`src/rtl/rd_scoreboard_if.sv`:
```
// Scoreboard interface: issue and write-back events, the operand addresses
// of the instruction in ID, and the scoreboard's status outputs.
interface rd_scoreboard_if #(
    parameter int UNIT_CNT = 6
);
    logic                issue_valid;
    logic [4:0]          issue_rd;
    logic                issue_rd_fp;
    logic [UNIT_CNT-1:0] issue_unit;
    logic                wb_valid;
    logic [4:0]          wb_rd;
    logic                wb_rd_fp;
    logic [UNIT_CNT-1:0] wb_unit;
    logic [4:0]          id_rs1, id_rs2, id_rs3, id_rd;
    logic                id_rs1_fp, id_rs2_fp, id_rs3_fp, id_rd_fp;
    logic                id_use_rs1, id_use_rs2, id_use_rs3, id_use_rd;
    logic                rd_busy;
    logic [UNIT_CNT-1:0] unit_full;
    logic                unit_idle;
    logic                scbd_err;

    // Pipeline side: produces events and ID operands, consumes status.
    modport master (
        output issue_valid, issue_rd, issue_rd_fp, issue_unit,
        output wb_valid, wb_rd, wb_rd_fp, wb_unit,
        output id_rs1, id_rs2, id_rs3, id_rd,
        output id_rs1_fp, id_rs2_fp, id_rs3_fp, id_rd_fp,
        output id_use_rs1, id_use_rs2, id_use_rs3, id_use_rd,
        input  rd_busy, unit_full, unit_idle, scbd_err
    );

    // Scoreboard side.
    modport slave (
        input  issue_valid, issue_rd, issue_rd_fp, issue_unit,
        input  wb_valid, wb_rd, wb_rd_fp, wb_unit,
        input  id_rs1, id_rs2, id_rs3, id_rd,
        input  id_rs1_fp, id_rs2_fp, id_rs3_fp, id_rd_fp,
        input  id_use_rs1, id_use_rs2, id_use_rs3, id_use_rd,
        output rd_busy, unit_full, unit_idle, scbd_err
    );
endinterface

```
`src/rtl/rd_scoreboard.sv`:
```
// Destination-register scoreboard for long-latency units (FSQRT, DIV, FDIV,
// R4, FMUL, FADD). 64 busy bits indexed {fp, rd}, a unit tag per entry and a
// saturating in-flight counter per unit. Optional macro SCBD_WB_BYPASS_EN
// lets a same-cycle write-back release its own entry in the ID lookup.
module rd_scoreboard #(
    parameter int UNIT_CNT = 6,
    parameter int CNT_W    = 3,
    parameter int UNIT_MAX = 4
) (
    input  logic           clk,
    input  logic           reset,
    rd_scoreboard_if.slave bus
);
    logic [63:0]         busy_reg, busy_next, busy_view;
    logic [2:0]          tag_reg [64];
    logic                err_reg, err_next;
    logic [5:0]          issue_idx, wb_idx;
    logic [2:0]          issue_tag, wb_tag;
    logic                issue_onehot, issue_set;
    logic [UNIT_CNT-1:0] full_vec, empty_vec;
    logic [5:0]          op_idx [4];
    logic [3:0]          op_use, op_hit;

    // One-hot unit select to 3-bit tag.
    function automatic logic [2:0] encode(input logic [UNIT_CNT-1:0] oh);
        logic [2:0] e;
        e = '0;
        for (int i = 0; i < UNIT_CNT; i++)
            if (oh[i]) e = e | 3'(i);
        return e;
    endfunction

    assign issue_idx    = {bus.issue_rd_fp, bus.issue_rd};
    assign wb_idx       = {bus.wb_rd_fp, bus.wb_rd};
    assign issue_tag    = encode(bus.issue_unit);
    assign wb_tag       = encode(bus.wb_unit);
    assign issue_onehot = $onehot(bus.issue_unit);
    // Integer x0 is hard-wired zero and never becomes busy.
    assign issue_set    = bus.issue_valid && (issue_idx != 6'd0);

    // Next busy vector: write-back clears, then issue sets (issue wins).
    always_comb begin
        busy_next = busy_reg;
        if (bus.wb_valid) busy_next[wb_idx] = 1'b0;
        if (issue_set)    busy_next[issue_idx] = 1'b1;
    end

    // Busy bit register.
    always_ff @(posedge clk or posedge reset) begin
        if (reset) busy_reg <= '0;
        else       busy_reg <= busy_next;
    end

    // Tag storage, written with the unit of each issue.
    always_ff @(posedge clk or posedge reset) begin
        if (reset) begin
            for (int i = 0; i < 64; i++) tag_reg[i] <= '0;
        end else if (issue_set) begin
            tag_reg[issue_idx] <= issue_tag;
        end
    end

    // Per-unit in-flight counters; saturate at UNIT_MAX and at zero.
    generate
        for (genvar gi = 0; gi < UNIT_CNT; gi++) begin : g_unit
            logic [CNT_W-1:0] cnt_reg;
            logic             inc, dec;
            assign inc = bus.issue_valid && issue_onehot && bus.issue_unit[gi];
            assign dec = bus.wb_valid && bus.wb_unit[gi];
            assign full_vec[gi]  = (cnt_reg == CNT_W'(UNIT_MAX));
            assign empty_vec[gi] = (cnt_reg == '0);

            // Count up on issue, down on write-back, hold when both occur.
            always_ff @(posedge clk or posedge reset) begin
                if (reset)
                    cnt_reg <= '0;
                else if (inc && !dec && !full_vec[gi])
                    cnt_reg <= cnt_reg + CNT_W'(1);
                else if (dec && !inc && !empty_vec[gi])
                    cnt_reg <= cnt_reg - CNT_W'(1);
            end
        end
    endgenerate

    // Sticky protocol-violation detection against the pre-update state.
    always_comb begin
        err_next = err_reg;
        if (bus.issue_valid && !issue_onehot)                   err_next = 1'b1;
        if (bus.issue_valid && |(bus.issue_unit & full_vec))    err_next = 1'b1;
        if (bus.wb_valid && |(bus.wb_unit & empty_vec))        err_next = 1'b1;
        if (bus.wb_valid && (!busy_reg[wb_idx] || tag_reg[wb_idx] != wb_tag))
            err_next = 1'b1;
    end

    // Error flag register.
    always_ff @(posedge clk or posedge reset) begin
        if (reset) err_reg <= 1'b0;
        else       err_reg <= err_next;
    end

`ifdef SCBD_WB_BYPASS_EN
    logic [63:0] wb_mask;
    // Hide the entry being written back unless it is re-issued this cycle.
    always_comb begin
        wb_mask = '0;
        if (bus.wb_valid && !(bus.issue_valid && issue_idx == wb_idx))
            wb_mask[wb_idx] = 1'b1;
    end
    assign busy_view = busy_reg & ~wb_mask;
`else
    assign busy_view = busy_reg;
`endif

    assign op_idx[0] = {bus.id_rs1_fp, bus.id_rs1};
    assign op_idx[1] = {bus.id_rs2_fp, bus.id_rs2};
    assign op_idx[2] = {bus.id_rs3_fp, bus.id_rs3};
    assign op_idx[3] = {bus.id_rd_fp,  bus.id_rd};
    assign op_use    = {bus.id_use_rd, bus.id_use_rs3, bus.id_use_rs2, bus.id_use_rs1};

    generate
        for (genvar gi = 0; gi < 4; gi++) begin : g_op
            assign op_hit[gi] = op_use[gi] && (op_idx[gi] != 6'd0) && busy_view[op_idx[gi]];
        end
    endgenerate

    assign bus.rd_busy   = |op_hit;
    assign bus.unit_full = full_vec;
    assign bus.unit_idle = (busy_reg == '0) && (&empty_vec);
    assign bus.scbd_err  = err_reg;
endmodule

```
`src/flat_wrapper.sv`:
```
// flat-port wrapper written by rule: the top's interface ports become plain ports
module rd_scoreboard_flat 
#(
    parameter int UNIT_CNT = 6,
    parameter int CNT_W    = 3,
    parameter int UNIT_MAX = 4
)
  (clk, reset, bus_issue_valid, bus_issue_rd, bus_issue_rd_fp, bus_issue_unit, bus_wb_valid, bus_wb_rd, bus_wb_rd_fp, bus_wb_unit, bus_id_rs1, bus_id_rs2, bus_id_rs3, bus_id_rd, bus_id_rs1_fp, bus_id_rs2_fp, bus_id_rs3_fp, bus_id_rd_fp, bus_id_use_rs1, bus_id_use_rs2, bus_id_use_rs3, bus_id_use_rd, bus_rd_busy, bus_unit_full, bus_unit_idle, bus_scbd_err);
  rd_scoreboard_if #(.UNIT_CNT(UNIT_CNT)) bus_i ();
  input  logic clk;
  input  logic reset;
  input wire logic [$bits(bus_i.issue_valid)-1:0] bus_issue_valid;
  input wire logic [$bits(bus_i.issue_rd)-1:0] bus_issue_rd;
  input wire logic [$bits(bus_i.issue_rd_fp)-1:0] bus_issue_rd_fp;
  input wire logic [$bits(bus_i.issue_unit)-1:0] bus_issue_unit;
  input wire logic [$bits(bus_i.wb_valid)-1:0] bus_wb_valid;
  input wire logic [$bits(bus_i.wb_rd)-1:0] bus_wb_rd;
  input wire logic [$bits(bus_i.wb_rd_fp)-1:0] bus_wb_rd_fp;
  input wire logic [$bits(bus_i.wb_unit)-1:0] bus_wb_unit;
  input wire logic [$bits(bus_i.id_rs1)-1:0] bus_id_rs1;
  input wire logic [$bits(bus_i.id_rs2)-1:0] bus_id_rs2;
  input wire logic [$bits(bus_i.id_rs3)-1:0] bus_id_rs3;
  input wire logic [$bits(bus_i.id_rd)-1:0] bus_id_rd;
  input wire logic [$bits(bus_i.id_rs1_fp)-1:0] bus_id_rs1_fp;
  input wire logic [$bits(bus_i.id_rs2_fp)-1:0] bus_id_rs2_fp;
  input wire logic [$bits(bus_i.id_rs3_fp)-1:0] bus_id_rs3_fp;
  input wire logic [$bits(bus_i.id_rd_fp)-1:0] bus_id_rd_fp;
  input wire logic [$bits(bus_i.id_use_rs1)-1:0] bus_id_use_rs1;
  input wire logic [$bits(bus_i.id_use_rs2)-1:0] bus_id_use_rs2;
  input wire logic [$bits(bus_i.id_use_rs3)-1:0] bus_id_use_rs3;
  input wire logic [$bits(bus_i.id_use_rd)-1:0] bus_id_use_rd;
  output wire logic [$bits(bus_i.rd_busy)-1:0] bus_rd_busy;
  output wire logic [$bits(bus_i.unit_full)-1:0] bus_unit_full;
  output wire logic [$bits(bus_i.unit_idle)-1:0] bus_unit_idle;
  output wire logic [$bits(bus_i.scbd_err)-1:0] bus_scbd_err;
  assign bus_i.issue_valid = bus_issue_valid;
  assign bus_i.issue_rd = bus_issue_rd;
  assign bus_i.issue_rd_fp = bus_issue_rd_fp;
  assign bus_i.issue_unit = bus_issue_unit;
  assign bus_i.wb_valid = bus_wb_valid;
  assign bus_i.wb_rd = bus_wb_rd;
  assign bus_i.wb_rd_fp = bus_wb_rd_fp;
  assign bus_i.wb_unit = bus_wb_unit;
  assign bus_i.id_rs1 = bus_id_rs1;
  assign bus_i.id_rs2 = bus_id_rs2;
  assign bus_i.id_rs3 = bus_id_rs3;
  assign bus_i.id_rd = bus_id_rd;
  assign bus_i.id_rs1_fp = bus_id_rs1_fp;
  assign bus_i.id_rs2_fp = bus_id_rs2_fp;
  assign bus_i.id_rs3_fp = bus_id_rs3_fp;
  assign bus_i.id_rd_fp = bus_id_rd_fp;
  assign bus_i.id_use_rs1 = bus_id_use_rs1;
  assign bus_i.id_use_rs2 = bus_id_use_rs2;
  assign bus_i.id_use_rs3 = bus_id_use_rs3;
  assign bus_i.id_use_rd = bus_id_use_rd;
  assign bus_rd_busy = bus_i.rd_busy;
  assign bus_unit_full = bus_i.unit_full;
  assign bus_unit_idle = bus_i.unit_idle;
  assign bus_scbd_err = bus_i.scbd_err;
  rd_scoreboard #(.UNIT_CNT(UNIT_CNT), .CNT_W(CNT_W), .UNIT_MAX(UNIT_MAX)) u_core (.clk(clk), .reset(reset), .bus(bus_i));
endmodule
```
`config.mk`:
```
export PLATFORM = sky130hd
export DESIGN_NAME = rd_scoreboard_flat
export DESIGN_NICKNAME = d
export VERILOG_FILES = /design/src/rtl/rd_scoreboard_if.sv /design/src/rtl/rd_scoreboard.sv /design/src/flat_wrapper.sv
export SDC_FILE = /design/constraint.sdc
export NUM_CORES = 1
export LEC_CHECK = 0
export ABC_AREA = 1
export CORE_MARGIN = 2
export CORE_UTILIZATION = 60
export DETAILED_ROUTE_END_ITERATION = 10
export PLACE_DENSITY = 0.85
export SLEW_MARGIN = 20
export SYNTH_ARGS = -nofsm -noshare
export SYNTH_HDL_FRONTEND = slang
export SYNTH_SLANG_ARGS = --single-unit
```
`constraint.sdc`:
```
create_clock -name clk -period 11.5 [get_ports clk]
set_clock_uncertainty 0.1 [all_clocks]
set_input_delay 2.3 -clock clk [delete_from_list [all_inputs] [get_ports clk]]
set_output_delay 2.3 -clock clk [all_outputs]
set_load 0.05 [all_outputs]
```
# After elaboration in Yosys (flattened, before gate mapping)
# Cells that the tools add are included.
# classes
muxes	48
n_addsub	17
eq_ne	8
n_reduce_logical	104
bitwise	7
magnitude_cmp	11
# ops
cell	count
bitwise mux 192 bit	1
two-way mux 64 bit	2
bitwise AND 64 bit	1
zero test 64 bit	1
inverter 64 bit	1
bitwise OR 64 bit	1
two-way mux 3 bit	19
logical AND 1 bit	54
< comparator 6 x 7 -> 1 bit, second input constant	6
binary-select mux 1 bit (select 6 bit)	5
nonzero test 6 bit	5
zero test 1 bit	26
adder 3 x 1 -> 3 bit, second input constant	6
binary-select mux 3 bit (select 6 bit)	1
demux 3 bit (select 6 bit)	1
equality test 3 bit, second input constant	6
zero test 3 bit	6
subtractor 3 x 1 -> 3 bit, second input constant	6
>= comparator 7 bit, second input constant	2
inverter 6 -> 7 bit	2
two-way mux 1 bit	13
bitwise AND 6 bit	2
demux 1 bit (select 6 bit)	2
>= comparator 6 x 1 -> 1 bit, second input constant	2
12 further kinds	24
# word_totals
register_bits	275
output_inout_bits	9
input_bits	56

# Logic depth before layout (Yosys ltp)
# depth
depth_word	11
depth_mapped	19
depth_no_buf	19

# Least setup slack after synthesis
# OpenSTA, ideal clock, no wires.
# synth_path
path_type	input to output
from	in bus_id_rs2[0]
to	out bus_rd_busy
stages	14
path_slack_ns	5.330
arrival_time_ns	3.770
required_ns	9.100
n_path_buf	2
cell_sequence	clkbuf_1 -> inv_1 -> clkbuf_1 -> a21oi_1 -> o21ai_0 -> nand3_1 -> nand3_1 -> nand2_1 -> nand2_1 -> nand2_1 -> nand3_1 -> nand2_1 -> inv_1 -> nand2_1
# synth_via
elab_chain_cells	4
# synth_lines
item	line_no	source
start: declaration	flat_wrapper.sv:21	input wire logic [$bits(bus_i.id_rs2)-1:0] bus_id_rs2;
binary-select mux 1 bit (select 6 bit) / nonzero test 6 bit (equally long branches)	rd_scoreboard.sv:122	assign op_hit[gi] = op_use[gi] && (op_idx[gi] != 6'd0) && busy_view[op_idx[gi]];
two-way mux 1 bit (implied by the code) / logical AND 1 bit (equally long branches)	rd_scoreboard.sv:122	
logical AND 1 bit (*)	rd_scoreboard.sv:122	
OR reduction 4 bit (*)	rd_scoreboard.sv:126	assign bus.rd_busy = |op_hit;
end: declaration	flat_wrapper.sv:32	output wire logic [$bits(bus_i.rd_busy)-1:0] bus_rd_busy;
# Every way passes the cells marked *; elsewhere a longest branch is shown, timed or not. The select of a mux whose other input is x is not followed.

# Worst setup path in the final report
# layout_path
from	in bus_id_rs3[1]
to	out bus_rd_busy
# layout_via
elab_chain_cells	4
# layout_lines
item	line_no	source
start: declaration	flat_wrapper.sv:22	input wire logic [$bits(bus_i.id_rs3)-1:0] bus_id_rs3;
binary-select mux 1 bit (select 6 bit) / nonzero test 6 bit (equally long branches)	rd_scoreboard.sv:122	
two-way mux 1 bit (implied by the code) / logical AND 1 bit (equally long branches)	rd_scoreboard.sv:122	
logical AND 1 bit (*)	rd_scoreboard.sv:122	
OR reduction 4 bit (*)	rd_scoreboard.sv:126	
# Marks and branches as above.

==> key figures <==
Global routing
  • GRT Util Overall: 39.3%
  • Antenna violations before repair: 1
  • Vias in the first global route: 15,776
  • Grt total ovfl: 0
  • Largest net degree at the start of global routing: 122
  • First-pass GRT wire length: 87.0 mm

Synthesis
  • Largest family of logic cells by synthesized area: simple AND/OR/NAND/NOR gates
  • Synthesized cell area: 16,400 um^2
  • Sequential area share after synthesis: 42.1%
  • Area leader, netlist: dfrtp_1
  • Post-Syn Instances: 2,318
  • Fraction of the mapped netlist area in compound gates: 19.6%
  • Largest cells by area after synthesis: dfrtp_1 (42%), nand2_1 (15%), o21ai_0 (13%)
  • Ys Warns: 0
  • Area share of the largest cell type after synthesis: 42.1%
  • Post-synthesis adder-cell area fraction: 1.44%
  • Synth Area in Simple Gates: 26.4%
  • Syn Area/Cell: 7.06 um^2
  • Register bit total from synthesis: 275
  • Syn nets: 2,388
  • Unique cell type count in the Yosys netlist: 41
  • XOR/XNOR share of the synthesized area: 0.696%
  • Share of synthesized area spent on multiplexers: 0.344%

Placement
  • Dpl ws: 3.58 ns
  • Buffers on Ports: 64
  • Post-Place Cells: 2,635
  • Hpwl dp: 37.4 mm
  • GPL Wtd Cong: 1.05

Detailed routing
  • Initial DRT Pass Iterations: 6
  • Initial DRC Count: 2,288
  • Routed wire length: 56.2 mm
  • Vias/cell: 6.18
  • DR WL/cell: 20.9 um
  • DR vias: 16,611
  • DRC viols: 0
  • Post-route ant nets: 0

STA
  • Fin Setup TNS: 0 ns
  • RSZ-0062 raised after global routing: no
  • Final hold vios: 0
  • Worst setup margin: 3.52 ns
  • Relative slew slack: 28.3%
  • Fin crit period: 7.98 ns
  • Worst slew pin tran: 1.07 ns
  • Tcrit/Tclk final: 69.4%
  • F_max: 125 MHz
  • Setup violators final: 0
  • Fin. max-slew vios: 0

Worst setup path
  • Startpoint types: input port
  • Crit-path cells: clkdlybuf4s50_1 -> clkinv_1 -> a21oi_1 -> o21ai_0 -> nand3_1 -> nand3_1 -> nand3_1 -> nand3_1 -> nand2_1 -> nand3_1 -> nand2_1 -> inv_1 -> nand2_1 -> clkdlybuf4s50_1
  • Worst Setup End Kind: primary output
  • WP data required: 9.10 ns
  • WP buf/inv: 4
  • CP max stage cell: clkdlybuf4s50_1
  • Crit Path Class: input port to primary output
  • Worst path max stage delay: 1.00 ns
  • Worst Path Arrival: 5.58 ns
  • Worst path most repeated cell: nand3_1
  • Worst Path Max Fanout: 25
  • Top delay family on crit path: buffers and inverters

Status
  • Status: finished, final reports clean

Final layout
  • Layout net count: 2,395
  • Non-Filler Instances: 2,690
  • Syn-to-layout area delta: 10.9%
  • Share of layout cells above drive strength 1: 4.86%
  • Flip-flop count of the largest register after layout: 192

Clock network
  • Worst skew pair latency: 0.57 ns
  • H-tree depth: 1
  • CTS Buf Count: 29
  • CTS tree: built
  • CTS Root Cell: clkbuf_16
  • Clock tree sinks: 275
  • Number of hold buffers added after cts: 0
  • Post-cts resize count: 0
  • Setup Buffers After CTS: 0
  • CTS clk-pin slew, worst paths: 0.06 ns
  • Clock buffer depth: 3

Power
  • Worst vdd ir: 0.147 mV
  • Power, Total: 0.00321 W
  • Static leakage: 8.71 nW
  • P_int: 0.00209 W
  • Combinational group share of total power: 23.6%
  • Power share of the clock group: 33.5%
  • Power Density: 177 nW/um^2
  • Sequential share of power: 42.8%
  • Switch share: 34.9%
  • Sw Pwr: 0.00112 W

Die
  • Core Footprint: 26,900 um^2
  • Die W: 169 um
  • Die area: 28,600 um^2
  • Die Ht: 169 um
  • Num rows: 60
  • Top-level I/O count: 65
  • Initial Util: 60.9%

Hold path
  • Hold crit path type: flop to flop

Job
  • Max_cap viols: 0
[metrics by stage]
step	area (um^2)	hold WS, ns	utilization (%)
after floorplan	16400	0.322	-
after global placement	17000	0.258	63.4
after detailed placement	17000	0.271	63.4
after CTS	18100	0.284	67.4
after global routing	18100	0.285	67.4
final	18100	0.287	67.5
[final timing paths]
path                                                      start                              end  slack [ns]  cells after the start
worst max-delay path                              bus_id_rs3[1]                      bus_rd_busy        3.52                     14
worst max register to register  u_core.tag_reg[129]$_DFFE_PP0P_  u_core.bus.scbd_err$_DFFE_PP0P_        9.17                     14
max in group asynchronous                                 reset   u_core.tag_reg[30]$_DFFE_PP0P_        7.61                      3
worst min register to register  u_core.tag_reg[191]$_DFFE_PP0P_  u_core.tag_reg[191]$_DFFE_PP0P_        0.29                      0
min in group asynchronous                                 reset   u_core.tag_reg[69]$_DFFE_PP0P_        2.19                      2
worst min-delay path            u_core.tag_reg[191]$_DFFE_PP0P_  u_core.tag_reg[191]$_DFFE_PP0P_        0.29                      0
[area by class of cell]
class	count	area, um^2
Tap cell	341	427
Fill cell	2260	8750
Timing Repair Buffer	79	754
Sequential cell	275	6880
Clock inverter	17	307
Clock buffer	37	786
Inverter	274	1040
Antenna cell	1	2.50
Multi-Input combinational cell	1666	7940
[cell families after synthesis]
group / after synthesis
AO/OA/AOI/OAI: 606
XOR/XNOR: 13
adder cells (fa/ha/maj): 14
buffers and inverters: 377
flip-flops: 275
multiplexers: 5
AND/OR/NAND/NOR: 1028
[worst register-to-register path, stage by stage (launching register included)]
cell	delay (ns)
dfrtp_1	0.38
inv_1	0.06
nand2_1	0.05
nand3_1	0.12
nand2_1	0.07
o21ai_0	0.63
nand2_1	0.10
nor2_1	0.18
nand2_1	0.09
nand2_1	0.06
nand2_1	0.05
nor2_1	0.10
nand2_1	0.08
nand2_1	0.07
nand2_1	0.07
[metal layers]
metal	share of wire, %	vias to the layer above	GRT usage (%)
met5	0.023	-	0
met4	6.8	2	22.5
met3	11	300	8.63
met2	44	1044	59.8
met1	38	7653	52.3
li1	-	7612	-
[cell usage after synthesis]
cell type and n:
fa_1 8, buf_1 2, a211oi_1 1, nor2_1 116, nor2_4 1, or2_0 5
or2_2 18, mux2_2 5, clkinv_1 3, nor3_2 9, o2111ai_1 4, nor2_2 3
nand2_2 1, o21ai_1 28, and3_1 1, o21ai_0 413, clkbuf_1 56, dfrtp_1 275
a31oi_1 2, xor2_1 12, nor3_1 20, buf_6 9, o221ai_1 7, or2_1 8
nand2_1 663, o211ai_2 1, o22ai_1 6, ha_1 6, inv_1 261, nand3_1 149
o41ai_1 2, nor4_1 18, inv_2 9, nand3b_1 2, buf_4 6, nand4_1 14
clkinv_2 1, buf_2 30, o211ai_1 44, xnor2_1 1, a21oi_1 98
[placed cells by master (no fill, tap or decap), drive strengths merged, types with 2 or more instances in the layout]
cell and instances:
o22ai 6, clkinv 10, o41ai 2, o211ai 45, clkdlybuf4s50 63, a21oi 98
nand4 14, a31oi 2, mux2 5, ha 6, nand3 149, o221ai 7
fa 8, clkbuf 37, xor2 12, nor4 18, o2111ai 4, or2 31
nor2 120, buf 16, nor3 29, o21ai 441, nand2 664, dfrtp 275
inv 272, nand3b 2, bufinv 8
[power groups by stage]
stage          Sequential, W  Combinational, W  Clock, W
2_1_floorplan        0.00129          0.000527         0
3_3_place_gp         0.00136          0.000703         0
3_5_place_dp         0.00137          0.000734         0
4_1_cts              0.00136          0.000743   0.00107
5_1_grt              0.00139          0.000847   0.00112
6_report             0.00137          0.000758   0.00108
Power figures use the tool's default switching activity.
